## src/rtl/info_bus_source_pkg.sv

```systemverilog
// Shared definitions for the video info bus: field layout, XVGA timing and the bus pack function.
package info_bus_source_pkg;

  localparam int BUS_W      = 69;
  localparam int RESET_BIT  = 68;
  localparam int HCOUNT_LSB = 57;
  localparam int VCOUNT_LSB = 47;
  localparam int HSYNC_BIT  = 46;
  localparam int VSYNC_BIT  = 45;
  localparam int BLANK_BIT  = 44;
  localparam int HAND1X_LSB = 33;
  localparam int HAND1Y_LSB = 23;
  localparam int HAND2X_LSB = 12;
  localparam int HAND2Y_LSB = 2;
  localparam int GRAB2_BIT  = 1;
  localparam int GRAB1_BIT  = 0;

  localparam logic [10:0] XVGA_H_ACTIVE     = 11'd1024;
  localparam logic [10:0] XVGA_H_SYNC_START = 11'd1048;
  localparam logic [10:0] XVGA_H_SYNC_END   = 11'd1184;
  localparam logic [10:0] XVGA_H_TOTAL      = 11'd1344;
  localparam logic [9:0]  XVGA_V_ACTIVE     = 10'd768;
  localparam logic [9:0]  XVGA_V_SYNC_START = 10'd771;
  localparam logic [9:0]  XVGA_V_SYNC_END   = 10'd777;
  localparam logic [9:0]  XVGA_V_TOTAL      = 10'd806;

  localparam int GRAB_DB_LEN = 16;

  typedef struct packed {
    logic [10:0] x;
    logic [9:0]  y;
  } hand_t;

  function automatic logic [BUS_W-1:0] pack_info(
    input logic        rst,
    input logic [10:0] hcount,
    input logic [9:0]  vcount,
    input logic        hsync,
    input logic        vsync,
    input logic        blank,
    input hand_t       hand1,
    input hand_t       hand2,
    input logic        grab2,
    input logic        grab1
  );
    return {rst, hcount, vcount, hsync, vsync, blank,
            hand1.x, hand1.y, hand2.x, hand2.y, grab2, grab1};
  endfunction

endpackage

```

## src/rtl/info_bus_source_grab_debounce.sv

```systemverilog
// Two-flop synchroniser followed by a down-counter debounce for one grab button.
module grab_debounce #(
  parameter int DB_LEN = 16
) (
  input  logic vclock,
  input  logic reset,
  input  logic grab_async,
  output logic grab_stable
);

  localparam int CW = $clog2(DB_LEN);
  localparam logic [CW-1:0] TC_LOAD = CW'(DB_LEN - 1);

  logic          sync1, sync2;
  logic [CW-1:0] cnt;

  // Stable state flips on the DB_LEN-th consecutive differing sample.
  always_ff @(posedge vclock) begin
    if (reset) begin
      sync1       <= 1'b0;
      sync2       <= 1'b0;
      grab_stable <= 1'b0;
      cnt         <= TC_LOAD;
    end else begin
      sync1 <= grab_async;
      sync2 <= sync1;
      if (sync2 == grab_stable) begin
        cnt <= TC_LOAD;
      end else if (cnt == '0) begin
        grab_stable <= sync2;
        cnt         <= TC_LOAD;
      end else begin
        cnt <= cnt - CW'(1);
      end
    end
  end

endmodule

```

## src/rtl/info_bus_source_xvga_timing.sv

```systemverilog
// XVGA raster counters with sync and blank registered from the same next-state values.
module xvga_timing
  import info_bus_source_pkg::*;
#(
  parameter logic [10:0] H_ACTIVE     = XVGA_H_ACTIVE,
  parameter logic [10:0] H_SYNC_START = XVGA_H_SYNC_START,
  parameter logic [10:0] H_SYNC_END   = XVGA_H_SYNC_END,
  parameter logic [10:0] H_TOTAL      = XVGA_H_TOTAL,
  parameter logic [9:0]  V_ACTIVE     = XVGA_V_ACTIVE,
  parameter logic [9:0]  V_SYNC_START = XVGA_V_SYNC_START,
  parameter logic [9:0]  V_SYNC_END   = XVGA_V_SYNC_END,
  parameter logic [9:0]  V_TOTAL      = XVGA_V_TOTAL
) (
  input  logic        vclock,
  input  logic        reset,
  output logic [10:0] hcount,
  output logic [9:0]  vcount,
  output logic        hsync,
  output logic        vsync,
  output logic        blank,
  output logic        frame_start
);

  logic [10:0] hcount_nxt;
  logic [9:0]  vcount_nxt;
  logic        h_wrap;

  always_comb begin
    h_wrap     = (hcount == H_TOTAL - 11'd1);
    hcount_nxt = h_wrap ? 11'd0 : hcount + 11'd1;
    vcount_nxt = vcount;
    if (h_wrap) vcount_nxt = (vcount == V_TOTAL - 10'd1) ? 10'd0 : vcount + 10'd1;
    // Asserted on the edge that will present (0,0); never during reset.
    frame_start = !reset && (hcount_nxt == 11'd0) && (vcount_nxt == 10'd0);
  end

  always_ff @(posedge vclock) begin
    if (reset) begin
      hcount <= 11'd0;
      vcount <= 10'd0;
      hsync  <= 1'b1;
      vsync  <= 1'b1;
      blank  <= 1'b0;
    end else begin
      hcount <= hcount_nxt;
      vcount <= vcount_nxt;
      hsync  <= !((hcount_nxt >= H_SYNC_START) && (hcount_nxt < H_SYNC_END));
      vsync  <= !((vcount_nxt >= V_SYNC_START) && (vcount_nxt < V_SYNC_END));
      blank  <= (hcount_nxt >= H_ACTIVE) || (vcount_nxt >= V_ACTIVE);
    end
  end

endmodule

```

## src/rtl/info_bus_source.sv

```systemverilog
// Head of the video pipeline: raster timing plus frame-stable hand/grab state packed onto the info bus.
module info_bus_source
  import info_bus_source_pkg::*;
#(
  parameter logic [10:0] H_ACTIVE     = XVGA_H_ACTIVE,
  parameter logic [10:0] H_SYNC_START = XVGA_H_SYNC_START,
  parameter logic [10:0] H_SYNC_END   = XVGA_H_SYNC_END,
  parameter logic [10:0] H_TOTAL      = XVGA_H_TOTAL,
  parameter logic [9:0]  V_ACTIVE     = XVGA_V_ACTIVE,
  parameter logic [9:0]  V_SYNC_START = XVGA_V_SYNC_START,
  parameter logic [9:0]  V_SYNC_END   = XVGA_V_SYNC_END,
  parameter logic [9:0]  V_TOTAL      = XVGA_V_TOTAL
) (
  input  logic             clockin,
  input  logic             reset,
  input  logic [10:0]      hand1x_in,
  input  logic [9:0]       hand1y_in,
  input  logic [10:0]      hand2x_in,
  input  logic [9:0]       hand2y_in,
  input  logic             hands_valid,
  input  logic             grab1_in,
  input  logic             grab2_in,
  output logic             existsout,
  output logic [BUS_W-1:0] infout,
  output logic             clockout
);

  logic [10:0] hcount;
  logic [9:0]  vcount;
  logic        hsync, vsync, blank, frame_start;
  logic [1:0]  grab_raw, grab_stable, bus_grab;
  logic        reset_q;
  hand_t       raw1, raw2, shadow1, shadow2, src1, src2, bus1, bus2;

  xvga_timing #(
    .H_ACTIVE(H_ACTIVE), .H_SYNC_START(H_SYNC_START), .H_SYNC_END(H_SYNC_END), .H_TOTAL(H_TOTAL),
    .V_ACTIVE(V_ACTIVE), .V_SYNC_START(V_SYNC_START), .V_SYNC_END(V_SYNC_END), .V_TOTAL(V_TOTAL)
  ) u_timing (
    .vclock(clockin), .reset(reset), .hcount(hcount), .vcount(vcount),
    .hsync(hsync), .vsync(vsync), .blank(blank), .frame_start(frame_start)
  );

  assign grab_raw = {grab2_in, grab1_in};

  for (genvar i = 0; i < 2; i++) begin : g_grab
    grab_debounce #(.DB_LEN(GRAB_DB_LEN)) u_debounce (
      .vclock(clockin), .reset(reset), .grab_async(grab_raw[i]), .grab_stable(grab_stable[i])
    );
  end

  function automatic hand_t clamp_hand(input hand_t h);
    hand_t c;
    c.x = (h.x > H_ACTIVE - 11'd1) ? H_ACTIVE - 11'd1 : h.x;
    c.y = (h.y > V_ACTIVE - 10'd1) ? V_ACTIVE - 10'd1 : h.y;
    return c;
  endfunction

  assign raw1 = '{x: hand1x_in, y: hand1y_in};
  assign raw2 = '{x: hand2x_in, y: hand2y_in};
  // A valid sample on the latch edge bypasses the shadow.
  assign src1 = hands_valid ? raw1 : shadow1;
  assign src2 = hands_valid ? raw2 : shadow2;

  always_ff @(posedge clockin) begin
    reset_q   <= reset;
    existsout <= 1'b0;
    if (reset) begin
      shadow1  <= '0;
      shadow2  <= '0;
      bus1     <= '0;
      bus2     <= '0;
      bus_grab <= '0;
    end else begin
      if (hands_valid) begin
        shadow1 <= raw1;
        shadow2 <= raw2;
      end
      if (frame_start) begin
        bus1     <= clamp_hand(src1);
        bus2     <= clamp_hand(src2);
        bus_grab <= grab_stable;
      end
    end
  end

  assign infout   = pack_info(reset_q, hcount, vcount, hsync, vsync, blank,
                              bus1, bus2, bus_grab[1], bus_grab[0]);
  assign clockout = clockin;

endmodule

```

## config.mk

```make
export PLATFORM = sky130hd
export DESIGN_NAME = info_bus_source
export DESIGN_NICKNAME = d
export VERILOG_FILES = /design/src/rtl/info_bus_source_pkg.sv /design/src/rtl/info_bus_source_grab_debounce.sv /design/src/rtl/info_bus_source_xvga_timing.sv /design/src/rtl/info_bus_source.sv
export SDC_FILE = /design/constraint.sdc
export NUM_CORES = 1
export LEC_CHECK = 0
export CAP_MARGIN = 20
export CORE_ASPECT_RATIO = 1.1
export CORE_MARGIN = 2
export CORE_UTILIZATION = 40
export DETAILED_ROUTE_END_ITERATION = 10
export PLACE_DENSITY = 0.68
export SYNTH_ARGS = -nofsm -noshare
export SYNTH_HDL_FRONTEND = slang
export SYNTH_HIERARCHICAL = 1
export SYNTH_SLANG_ARGS = --single-unit
```

## constraint.sdc

```tcl
create_clock -name clockin -period 3.72 [get_ports clockin]
set_input_delay 0.93 -clock clockin [delete_from_list [all_inputs] [get_ports clockin]]
set_output_delay 0.93 -clock clockin [all_outputs]
set_load 0.02 [all_outputs]
```

# ---- Word level (Yosys, flattened, before mapping)
# Index checks and enable logic that the tools add are counted.
dict set report op_classes {
  addsub 4
  magnitude_cmp 10
  n_eq_ne 4
  n_mux 9
  bitwise_logic 2
  n_reduce_logical 16
}
# operator count
set ops {}
lappend ops {{$mux W21} 2}
lappend ops {{$mux W10} 4}
lappend ops {{$mux W11} 3}
lappend ops {{$ge A11 B11 Y1 const B} 2}
lappend ops {{$gt A11 B10 Y1 const B} 2}
lappend ops {{$ge A10 B10 Y1 const B} 2}
lappend ops {{$gt A10 B10 Y1 const B} 2}
lappend ops {{$add A11 B1 Y11 const B} 1}
lappend ops {{$eq A11 B11 Y1 const B} 1}
lappend ops {{$logic_not A11 Y1} 1}
lappend ops {{$lt A11 B11 Y1 const B} 1}
lappend ops {{$add A10 B1 Y10 const B} 1}
lappend ops {{$eq A10 B10 Y1 const B} 1}
lappend ops {{$logic_not A10 Y1} 1}
lappend ops {{$lt A10 B10 Y1 const B} 1}
lappend ops {{$logic_not A4 Y1} 2}
lappend ops {{$sub A4 B1 Y4 const B} 2}
lappend ops {{$reduce_or A3 Y1} 2}
lappend ops {{$logic_and A1 B1 Y1} 4}
lappend ops {{$reduce_and A2 Y1} 2}
lappend ops {{$logic_not A1 Y1} 3}
lappend ops {{$eq A1 B1 Y1} 2}
lappend ops {{$not A1 Y1} 2}
lappend ops {{$logic_or A1 B1 Y1} 1}
dict set report totals {
  register_bits 125
  inputBits 47
  out_inout_bits 71
  elab_cells 68
}

# ---- Depth between registers and ports, before layout
dict set report depth {
  word_depth 6
  mapped_depth 12
  mapped_depth_nobuf 10
}

# ---- Hierarchy
# The synthesis kept the hierarchy.
# mod n_inst cells_per_inst area_per_inst_um2 seq_area_each_um2
set by_module_without_submodules {}
lappend by_module_without_submodules {info_bus_source 1 297 3196.8 1741.7}
lappend by_module_without_submodules {xvga_timing 1 209 1755.4 480.5}
lappend by_module_without_submodules {grab_debounce 2 24 255.2 140.1}

==> impl_results.md <==
* Antenna violations before repair at 0
* Net count after synthesis at about 610
* P_int at 2.830 mW
* Top_reg_cell synth: dfxtp_1
* CTS Hold Buffers Added at 0
* Average wire per cell in the routed design at 14.89 um
* Ranking of synthesized cells by area: dfxtp_1 (46%), mux2i_1 (8.4%), nor2_1 (6.1%)
* Clock latency on the worst-skew pair at between 0.5 and 0.6 ns
* Register area at 0.002502 mm^2
* Most frequent cells after synthesis: dfxtp_1 (125), nor2_1 (89), mux2i_1 (46)
* Grt ovf at 0
* Combinational power share at 0.069
* Leading cell type by number of instances after synthesis: dfxtp_1
* Fin. max-slew vios at 0
* Post-synthesis sequential area ratio at 0.4581
* I/O pin count at 118
* Yosys Warn Count at 6
* Placer Congestion at 0.8303
* Final Util at 0.5455
* Core ar. at 0.01327 mm^2
* Worst Hold Launch: g_grab[1].u_debounce/cnt[0]$_SDFF_PP1_
* ANT nets after route at 0
* Setup Skew at 0.005392 ns
* Share of cells above drive strength 1 at 0.1015
* Register bit total from synthesis at 125
* Worst R2R Start: u_timing/hcount[0]$_SDFF_PP0_
* # fillers at around 1,200
* Multi-input gate area at 0.002561 mm^2
* Critical Path AT at 2.63 ns
* Final-report hold violation count at 0
* Pwr dens at 495.7 mW/mm^2
* Setup ws final at between 0.15 and 0.2 ns
* Die Width at 115.4 um
* Post-detail-place hpwl at 8331 um
* Maxcap violations at 0
* Die area at 0.01461 mm^2
* Post-synthesis area per instance at between 9 and 10 um^2
* CP Class: clock port to primary output
* CP Capture Type: primary output
* Max_slew headroom at 0.3788
* # rows at 44
* Layout area overhead at 32.50%
* Vias in the first global route at 4,303
* RSZ-0062 raised after global routing: no
* Vias per std cell at 5.166
* Post-Layout Cell Count at 844
* Antenna Diode Count at 0
* Number of library cell types mapped by synthesis at 69
* Die Ht at 126.6 um
* I/O Buffers at 116
* Static leakage at 2.752 nW
* Total Wirelength at 12,570 um
* Required @ worst endpoint at 2.79 ns
* GRT Total Usage at 0.1728
* CP Launch Point: clockin
* Status: completed
* Number of flops mapped to enable cells by yosys at 0
* Synth top area share at 0.4581
* DR DRC count at 0
* Setup TNS at 0 ns
* Worst Tran Pin Value at 0.9059 ns
* Worst hold-check path type: flip-flop to flip-flop
* Placed Cells at 810
* Initial core utilization at 0.4117
* Sequential share of power at 0.392
* Yosys top cell by area: dfxtp_1
* Switching share of power at 0.2112
* Dpl cell area at 0.006531 mm^2
* Fin area at 0.007238 mm^2
* Tot Pwr at 3.588 mW
* Clock Pin Slew Worst Setup and Hold Paths at around 0.050 ns
* Clock power frac at 0.538
* Hold WS at about 0.4 ns
* CTS tree: done
* DR pass1 iterations at 4
* Pre-CTS setup slack at 0.4215 ns
* Worst-path maximum fanout at 2
* Synth Cell Area at 0.005463 mm^2
* Synthesized instance count at 554
* Max VDD drop at 0.2022 mV
* # resized after CTS at 0
* First-pass GRT wire length at 20,280 um
* Startpoint types: clock port
* Pin count of the biggest net entering global routing at 86
* Iteration-0 DRC Markers at 310
* Final setup violation count at 0
* NetSw at 0.7580 mW
* Post-CTS Setup Bufs at 0
* Total Nets Final at 701
* Vias at around 4,400
* Ys async rst share at 0
-- flip-flops by register name (all words and copies together), names as in the netlist, 8 cells and up --
register and flops:
infout 42, shadow2 21, u_timing/vcount 10, shadow1 21
g_grab.u_debounce/cnt 8, u_timing/hcount 11
-- power by group through the flow --
stage | Combinational (mW) | Clock [mW] | Sequential, mW
after floorplan | 0.132 | 0.0314 | 1.45
after global placement | 0.244 | 0.0361 | 1.43
after detailed placement | 0.249 | 0.0361 | 1.44
after CTS | 0.251 | 1.98 | 1.41
after global routing | 0.269 | 2.05 | 1.41
final | 0.249 | 1.93 | 1.41
-- area by class of cell --
cell class                 count  area share
multi-input combinational    373      0.3538
sequential                   125      0.3457
tap                          184     0.03181
inverter                       5    0.002593
clock buffer                  24     0.07623
timing repair buffer         122      0.1670
clock inverter                11     0.02282
-- layer usage --
layer / share of wire / vias up / GRT usage
li1: - / 2159 / -
met1: 0.47 / 2082 / 0.2141
met2: 0.47 / 106 / 0.2797
met3: 0.050 / 13 / 0.05686
met4: 0.012 / 0 / 0.06166
met5: 0 / - / 0
-- placed cells by master (no fill, tap or decap), types with 5 or more instances in the layout --
| master | netlist | routed |
|---|---|---|
| xnor2_1 | 14 | 14 |
| a41oi_1 | 16 | 16 |
| nor3_1 | 14 | 14 |
| inv_1 | 5 | 5 |
| nand2_1 | 25 | 25 |
| o21ai_0 | 13 | 13 |
| clkdlybuf4s50_1 | 0 | 114 |
| nor2_1 | 89 | 89 |
| clkbuf_16 | 0 | 20 |
| nand3b_1 | 5 | 5 |
| mux2i_1 | 46 | 46 |
| nand4_1 | 6 | 6 |
| nand3_1 | 5 | 5 |
| a21oi_1 | 17 | 17 |
| buf_4 | 7 | 7 |
| ha_1 | 6 | 6 |
| nor2b_1 | 7 | 7 |
| o21bai_1 | 16 | 16 |
| a311oi_1 | 21 | 21 |
| dfxtp_1 | 125 | 125 |
-- logic make-up (layout without fill, tap and decap cells) --
| group | Yosys count | count (layout) | share of synthesized area |
|---|---|---|---|
| other | 1 | 1 | 0.0006865 |
| xor gates and xnor gates | 18 | 18 | 0.02886 |
| and+or+nand+nor | 190 | 190 | 0.1835 |
| adders and majority gates | 6 | 6 | 0.01374 |
| muxes | 50 | 50 | 0.09459 |
| DFF | 125 | 125 | 0.4581 |
| AOI/OAI and AO/OA | 108 | 108 | 0.1459 |
| buffers and inverters | 56 | 162 | 0.07467 |
-- final timing paths --
check | end | cells after the start | slack (ns)
worst min-delay path | g_grab[1].u_debounce/cnt[0]$_SDFF_PP1_ | 1 | 0.40
worst max register to register | infout[10]$_SDFFE_PP0P_ | 10 | 0.43
worst min register to register | g_grab[1].u_debounce/cnt[0]$_SDFF_PP1_ | 1 | 0.40
worst max-delay path | clockout | 3 | 0.16
-- worst max-delay path, cell delays in order --
cell and delay (ns):
clkbuf_16 0.12, clkbuf_16 0.12, clkdlybuf4s50_1 0.52
No activity file was read; power rests on OpenSTA's default activity.
